**config.mk**
```make
export PLATFORM = sky130hd
export DESIGN_NAME = fetch_flat
export DESIGN_NICKNAME = d
export VERILOG_FILES = /design/src/rtl/beta_pkg.sv /design/src/rtl/fetch_if.sv /design/src/rtl/fetch_pc_sel.sv /design/src/rtl/fetch.sv /design/src/flat_wrapper.sv
export SDC_FILE = /design/constraint.sdc
export NUM_CORES = 1
export LEC_CHECK = 0
export ABC_CLOCK_PERIOD_IN_PS = 3400
export BUFFER_PORTS_ARGS = -buffer_cell sky130_fd_sc_hd__buf_2
export CAP_MARGIN = 20
export CORE_MARGIN = 3
export CORE_UTILIZATION = 48
export CTS_CLUSTER_DIAMETER = 120
export DETAILED_ROUTE_END_ITERATION = 10
export GPL_TIMING_DRIVEN = 0
export PLACE_DENSITY = 0.82
export SLEW_MARGIN = 20
export SYNTH_ARGS = -nofsm -noshare
export SYNTH_HDL_FRONTEND = slang
export SYNTH_HIERARCHICAL = 1
export SYNTH_SLANG_ARGS = --single-unit
```
**constraint.sdc**
```tcl
create_clock -name clk -period 3.4 [get_ports clk]
set_input_delay 0.68 -clock clk [delete_from_list [all_inputs] [get_ports clk]]
set_output_delay 0.68 -clock clk [all_outputs]
set_load 0.02 [all_outputs]
```
**src/rtl/beta_pkg.sv**
```systemverilog
// beta_pkg: shared constants and types for the instruction fetch unit.
package beta_pkg;
  localparam logic [31:0] DEF_RESET_VEC   = 32'h8000_0000;
  localparam logic [31:0] DEF_XADDR       = 32'h8000_0008;
  localparam logic [31:0] INST_NOP        = 32'h83FF_F800;
  localparam logic [31:0] INST_BNE_EXCEPT = 32'h77DF_0000;
  typedef enum logic [1:0] {ISSUE, FULL, FLUSH} fetch_state_t;
endpackage

```
**src/rtl/fetch_if.sv**
```systemverilog
// fetch_if: instruction memory request/acknowledge bus.
interface fetch_if;
  logic        imem_req;
  logic [31:0] imem_addr;
  logic        imem_ack;
  logic [31:0] imem_rdata;
  modport master(output imem_req, imem_addr, input imem_ack, imem_rdata);
  modport slave(input imem_req, imem_addr, output imem_ack, imem_rdata);
endinterface

```
**src/rtl/fetch_pc_sel.sv**
```systemverilog
// fetch_pc_sel: next fetch PC priority mux (except > taken > stall > sequential).
module fetch_pc_sel
  import beta_pkg::*;
#(
  parameter logic [31:0] XADDR = DEF_XADDR
) (
  input  logic        except,
  input  logic        op_jmp,
  input  logic        op_beq,
  input  logic        op_bne,
  input  logic        zr,
  input  logic        stall,
  input  logic [31:0] fpc,
  input  logic [31:0] j_addr,
  input  logic [31:0] br_addr,
  output logic        redirect,
  output logic [31:0] npc
);
  logic taken;
  always_comb begin
    taken    = op_jmp | (op_beq & zr) | (op_bne & ~zr);
    redirect = except | taken;
    // JMP may clear the supervisor bit but never set it
    npc = except ? XADDR :
          op_jmp ? {fpc[31] & j_addr[31], j_addr[30:2], 2'b00} :
          taken  ? {br_addr[31:2], 2'b00} :
          stall  ? fpc : fpc + 32'd4;
  end
endmodule

```
**src/rtl/fetch.sv**
```systemverilog
// fetch: instruction fetch FSM with one-entry hold buffer and redirect flushing.
module fetch
  import beta_pkg::*;
#(
  parameter logic [31:0] RESET_VEC = DEF_RESET_VEC,
  parameter logic [31:0] XADDR     = DEF_XADDR
) (
  input  logic        clk,
  input  logic        rst,
  fetch_if.master     imem,
  input  logic        stall,
  input  logic        except,
  input  logic        op_jmp,
  input  logic        op_beq,
  input  logic        op_bne,
  input  logic        zr,
  input  logic [31:0] j_addr,
  input  logic [31:0] br_addr,
  output logic [31:0] pc_out,
  output logic [31:0] ir_out,
  output logic        ir_valid
);
  fetch_state_t state_q, state_d;
  logic [31:0] fpc_q, fpc_d, addr_q, addr_d, hold_q, hold_d, pc_q, pc_d, ir_q, ir_d, npc;
  logic v_q, v_d, req_q, req_d, ack, redirect;

  fetch_pc_sel #(.XADDR(XADDR)) u_pc_sel (
    .except(except), .op_jmp(op_jmp), .op_beq(op_beq), .op_bne(op_bne), .zr(zr),
    .stall(stall), .fpc(fpc_q), .j_addr(j_addr), .br_addr(br_addr),
    .redirect(redirect), .npc(npc)
  );

  assign req_d          = ~rst & (state_q != FULL);
  assign imem.imem_req  = req_d;
  assign imem.imem_addr = addr_q;
  // an ack in the cycle a request first rises belongs to an abandoned request
  assign ack      = imem.imem_ack & req_q & (state_q != FULL);
  assign pc_out   = pc_q;
  assign ir_out   = ir_q;
  assign ir_valid = v_q;

  always_comb begin
    state_d = state_q;
    fpc_d   = fpc_q;
    hold_d  = hold_q;
    pc_d    = pc_q;
    ir_d    = stall ? ir_q : INST_NOP;
    v_d     = v_q & stall;
    if (redirect) begin
      fpc_d   = npc;
      ir_d    = INST_NOP;
      v_d     = 1'b0;
      state_d = (state_q != FULL && !ack) ? FLUSH : ISSUE;
    end else if (state_q == ISSUE && ack && stall) begin
      hold_d  = imem.imem_rdata;
      state_d = FULL;
    end else if ((state_q == ISSUE && ack) || (state_q == FULL && !stall)) begin
      ir_d    = (state_q == FULL) ? hold_q : imem.imem_rdata;
      pc_d    = npc;
      v_d     = 1'b1;
      fpc_d   = npc;
      state_d = ISSUE;
    end else if (state_q == FLUSH && ack) begin
      state_d = ISSUE;
    end
    addr_d = (state_d == ISSUE) ? fpc_d : addr_q;
  end

  always_ff @(posedge clk) begin
    if (rst) begin
      state_q <= ISSUE;
      fpc_q   <= RESET_VEC;
      addr_q  <= RESET_VEC;
      hold_q  <= '0;
      pc_q    <= '0;
      ir_q    <= INST_NOP;
      v_q     <= 1'b0;
      req_q   <= 1'b0;
    end else begin
      state_q <= state_d;
      fpc_q   <= fpc_d;
      addr_q  <= addr_d;
      hold_q  <= hold_d;
      pc_q    <= pc_d;
      ir_q    <= ir_d;
      v_q     <= v_d;
      req_q   <= req_d;
    end
  end
endmodule

```
**src/flat_wrapper.sv**
```systemverilog
// flat-port wrapper written by rule: the top's interface ports become plain ports
module fetch_flat import beta_pkg::*;
#(
  parameter logic [31:0] RESET_VEC = DEF_RESET_VEC,
  parameter logic [31:0] XADDR     = DEF_XADDR
)
  (clk, rst, stall, except, op_jmp, op_beq, op_bne, zr, j_addr, br_addr, pc_out, ir_out, ir_valid, imem_imem_req, imem_imem_addr, imem_imem_ack, imem_imem_rdata);
  fetch_if imem_i ();
  input  logic clk;
  input  logic rst;
  input  logic stall;
  input  logic except;
  input  logic op_jmp;
  input  logic op_beq;
  input  logic op_bne;
  input  logic zr;
  input  logic [31:0] j_addr;
  input  logic [31:0] br_addr;
  output logic [31:0] pc_out;
  output logic [31:0] ir_out;
  output logic ir_valid;
  output wire logic [$bits(imem_i.imem_req)-1:0] imem_imem_req;
  output wire logic [$bits(imem_i.imem_addr)-1:0] imem_imem_addr;
  input wire logic [$bits(imem_i.imem_ack)-1:0] imem_imem_ack;
  input wire logic [$bits(imem_i.imem_rdata)-1:0] imem_imem_rdata;
  assign imem_imem_req = imem_i.imem_req;
  assign imem_imem_addr = imem_i.imem_addr;
  assign imem_i.imem_ack = imem_imem_ack;
  assign imem_i.imem_rdata = imem_imem_rdata;
  fetch #(.RESET_VEC(RESET_VEC), .XADDR(XADDR)) u_core (.clk(clk), .rst(rst), .imem(imem_i), .stall(stall), .except(except), .op_jmp(op_jmp), .op_beq(op_beq), .op_bne(op_bne), .zr(zr), .j_addr(j_addr), .br_addr(br_addr), .pc_out(pc_out), .ir_out(ir_out), .ir_valid(ir_valid));
endmodule
```
# Word level (Yosys, flattened, before mapping)
# Cells that the tools add are included.
[word_totals] reg_bits=164 latch_bits=0 ramBits=0 romBits=0 wordCells=57 n_memories=0
[classes] n_addsub=1 multipliers=0 div=0 magnitude_cmp=0 eq_ne=3 shift=0 n_mux=18 bitwise=14 n_reduce_logical=13
[ops] cell="$mux 32" n=11
[ops] cell="$add 32x3->32 const B" n=1
[ops] cell="$mux 2" n=5
[ops] cell="$and 1x1->1" n=7
[ops] cell="$logic_and 1x1->1" n=5
[ops] cell="$logic_not 2->1" n=2
[ops] cell="$not 1->1" n=4
[ops] cell="$or 1x1->1" n=3
[ops] cell="$reduce_and 3->1" n=1
[ops] cell="$eq 2x1->1 const B" n=1
[ops] cell="$eq 2x2->1 const B" n=1
[ops] cell="$logic_not 1->1" n=2
[ops] cell="$mux 1" n=2
[ops] cell="$ne 2x1->1 const B" n=1
[ops] cell="$reduce_and 2->1" n=1
[ops] cell="$reduce_or 2->1" n=1
[ops] cell="$logic_or 1x1->1" n=1

# Logic depth before layout (Yosys ltp)
[depth] word_depth=9 mapped_depth=13

# Cells and area by module
# Netlist, hierarchy kept.
[by_module_without_submodules] module="fetch" n_inst=1 cells_per_inst=729 area_per_inst_um2=6127.1 seq_area_each_um2=3283.1
[by_module_without_submodules] module="fetch_pc_sel" n_inst=1 cells_per_inst=201 area_per_inst_um2=1372.6 seq_area_each_um2=0.0

# Worst setup path after synthesis
# Ideal clock, no wire load.
[synth_timing] kind="in2reg" from="in op_bne" to="reg u_core.hold_q[10]" setup_time_ns=0.132 arrival_time_ns=3.090 required_time_ns=3.268 slack_ns=0.178 cell_stages=13 cell_sequence="nor2b_1 a211oi_1 clkbuf_1 buf_2 buf_2 nand2_1 buf_2 nand2b_1 or4_1 clkbuf_1 clkbuf_1 nand2_1 a21oi_1"
[synth_between] elab_chain_len=5
[synth_lines] item="start, declared" line="flat_wrapper.sv:15" text="input logic op_bne;"
[synth_lines] item="$and 1x1->1" line="fetch_pc_sel.sv:21" text="taken = op_jmp | (op_beq & zr) | (op_bne & ~zr);"
[synth_lines] item="$or 1x1->1" line="fetch_pc_sel.sv:21"
[synth_lines] item="$or 1x1->1" line="fetch_pc_sel.sv:22" text="redirect = except | taken;"
[synth_lines] item="via u_core.redirect" line="fetch.sv:25" text="logic v_q, v_d, req_q, req_d, ack, redirect;"
[synth_lines] item="$not 1->1 (no line)"
[synth_lines] item="$reduce_and 2->1 (no line)"
[synth_lines] item="end signal, assigned" line="fetch.sv:83" text="hold_q <= hold_d;"
[synth_lines] item="end, declared" line="fetch.sv:24" text="logic [31:0] fpc_q, fpc_d, addr_q, addr_d, hold_q, hold_d, pc_q, pc_d, ir_q, ir_d, npc;"
# The timed path passes the listed nets, and every way through them passes these cells.
# A chain may end at the register's enable or synchronous reset.

# Worst setup path in the final report
[layout_timing] from="in op_bne" to="reg u_core.hold_q[16]"
# Same word-level chain as after synthesis.

==> impl_results.md <==
* Worst min path class: flop to flop
* Yosys reg bits at 164
* Final Hold Vio Count at 0
* Max_slew headroom at a little over two fifths
* Remaining global-route overflow at 0
* Gate Count Post-Synth at 930
* RSZ-0062 raised after global routing: no
* Pwr Density at slightly below 500 mW/mm^2
* Post-DP HPWL at around 17000 um
* Reg2reg start: u_core/fpc_q[2]
* Most frequently used flop master after synthesis: dfxtp_1
* Die X at 131.0 um
* Skew-Pair Late Insertion Delay at roughly 430 ps
* CP max stage cell: or4_1
* FP Rows at 45
* Area growth syn-to-layout at 25.26%
* Root Driver: clkbuf_16
* RD Place Congestion at ~0.92
* Number of flops mapped to enable cells by yosys at 0
* Worst Tran Pin Value at 848.1 ps
* Placed Instances at between 1000 and 1500
* Synthesized cell area at around 0.0075 mm^2
* Starting Density at around 49%
* Register-to-Register Path Depth at 9
* Crit share post-route at 93.80%
* Post-Layout Cell Count at 1369
* Leakage power at between 0.003 and 0.004 uW
* Total GRT Usage at around a quarter
* Crit path kind: input pin to flop
* I/O Pins at slightly above 200
* Max-Cap Viols at 0
* Dpl ws at -654.4 ps
* Sequential fraction of the synthesis area at between 40% and 50%
* Vias at 7549
* Min Tclk post-route at approximately 3200 ps
* Crit-path leading delay family: buffers and inverters
* Hold-fix buffers at CTS at 0
* Chip height at around 130 um
* Initial DRC count at ~760
* CTS tree: built
* CP max FO at 10
* CP startpoint: op_bne
* Post-CTS Setup Inserts at 0
* Worst Skew at 9.518 ps
* Max Clock Freq at 0.3135 GHz
* First-pass GRT wire length at about 36000 um
* Slew Limit Fails at 0
* Buf/Inv on CP at 7
* Post-route ant nets at 0
* Worst Setup EP: u_core/hold_q[16]
* Layout cells sized above 1 at ~27%
* Deepest clock path buffer count at 2
* I/O Buffers at 197
* Reg2Reg Setup Slack at between 600 and 700 ps
* Largest cells by area after synthesis: dfxtp_1, nand2_1, nor2_1
* Stages on the worst setup path at 14
* Initial antenna violation count at 0
* Critical path required time at between 3000 and 4000 ps
* Num CTS Buffers at 17
* Ys Warns at 6
* Number of global-route vias before repair at 7200
* Slowest cell delay on critical path at approximately 400 ps
* Area leader, netlist: dfxtp_1
* Clock Sinks at roughly 160
* Critical Path Most Common Cell: clkbuf_4
* Synth Area per Inst at roughly 8 um^2
* Crit path arrival time at around 3500 ps
* Status: finished clean
* H-tree Lvls at 4
* Synth top cells by count: nand2_1, dfxtp_1, nor2_1
* Mapped Nets at 1036
* PnR worst setup slack at ~210 ps
* Final setup fails at 0
* Critical path endpoint category: flop
* Total routed wirelength at ~23000 um
* Die ar. at 0.01716 mm^2
* Largest net degree at the start of global routing at 17
* Core area at 0.01526 mm^2
* Clock transition at path regs at roughly 60 ps
* Asr flop ratio synth at 0%
* Fin nets at ~1300
* Yosys cell types at 55
* Via/cell ratio at 5.514
* Startpoint Class: input pin
* Worst r2r dst: u_core/imem.imem_addr[28]
* Count leader, synth: nand2_1
* Critical path, cell by cell: buf_2 > nor2b_1 > a211oi_2 > clkbuf_4 > clkbuf_4 > clkbuf_4 > nand2_1 > buf_2 > nand2b_1 > or4_1 > clkbuf_1 > clkbuf_2 > nand2_1 > a21oi_1
* # DRC at 0
* Ant diodes at 0
* Post-synth top area share at between 40 and 50%
* IR drop worst, VDD at around 0.40 mV
* Wire length per cell at 16.88 um
* First-pass DRT Iterations at 5
[worst min-delay path by stage]
stage / slack (ps) / to / cells past startpoint / from
finish: 450 / u_core/pc_out[13] / 2 / u_core/pc_out[13]
global route: 470 / u_core/hold_q[28] / 2 / u_core/hold_q[28]
CTS: 450 / u_core/pc_out[13] / 2 / u_core/pc_out[13]
detailed placement: 450 / u_core/pc_out[13] / 2 / u_core/pc_out[13]
global placement: 440 / u_core/pc_out[8] / 2 / u_core/pc_out[8]
floorplan: 440 / u_core/hold_q[0] / 2 / u_core/hold_q[0]
[logic make-up (layout without fill, tap and decap cells)]
logic type / after synthesis / in the layout / synth area share [%]
buffers and inverters: 77 / 305 / 4.237
XOR/XNOR: 27 / 27 / 3.153
multiplexers: 33 / 33 / 4.404
AND/OR/NAND/NOR: 422 / 422 / 24.79
AO/OA/AOI/OAI: 206 / 206 / 19.47
adder cells (fa/ha/maj): 1 / 1 / 0.1668
flip-flops: 164 / 164 / 43.78
[state kept, by name (all words and copies together) (netlist names)]
name                   flops
u_core/hold_q             32
u_core/ir_valid            1
u_core/imem.imem_addr     32
u_core/fpc_q              32
u_core/pc_out             32
u_core/state_q             2
u_core/req_q               1
u_core/ir_out             32
[cells in the final DEF, fill, tap and decap left out, drive strengths merged, types with 22 or more instances in the layout]
| cell type | instances |
|---|---|
| clkbuf | 70 |
| dfxtp | 164 |
| buf | 217 |
| a211oi | 39 |
| nand2 | 196 |
| xnor2 | 22 |
| mux2i | 33 |
| a21oi | 112 |
| nor2 | 152 |
[metal layers]
layer / vias up / routed length, um / GRT usage [%]
li1: 3625 / - / -
met1: 3526 / 9974 / 34.98
met2: 322 / 10610 / 41.07
met3: 76 / 1669 / 6.138
met4: 0 / 862 / 12.16
met5: - / 0 / 0
[layout make-up]
type | count | area [um^2]
Buffer | 70 | 307.8
Clock buffer | 20 | 446.7
Clock inverter | 11 | 176.4
Fill cell | 1344 | 5864
Inverter | 7 | 26.28
Multi-Input combinational cell | 689 | 3904
Sequential cell | 164 | 3283
Tap cell | 211 | 264.0
Timing Repair Buffer | 197 | 985.9
[power by group]
group | internal, uW | total (uW) | switching [uW]
Combinational | 207 | 565 | 358
Clock | 1250 | 2040 | 786
Sequential | 1980 | 2040 | 56.2
Total | 3440 | 4640 | 1200
[worst reg2reg max path, cell delays in order, from the launching register on]
cell       delay (ps)
dfxtp_1           450
ha_1              220
and3b_1           170
buf_4             160
nand4_4           210
nor4_2            380
xnor2_1           140
a2111oi_2         490
mux2i_1           170
a211oi_1          270
[per-stage QoR]
stage	TNS [ps]	power (uW)	instance area, um^2	utilization, %	hold slack [ps]
floorplan	0	2424	7500	-	436.6
global placement	-65030	2622	8750	57.34	440.1
finish	0	4644	9394	61.57	453.1
global route	0	4813	9394	61.57	472.4
CTS	0	4658	9383	61.49	454.5
detailed placement	-70130	2633	8750	57.34	445.7
[timing repair]
action                     in CTS  in global routing
hold endpoints to repair        0                  0
resized for setup               5                 10
setup endpoints to repair      91                 50
Power figures use the tool's default switching activity.
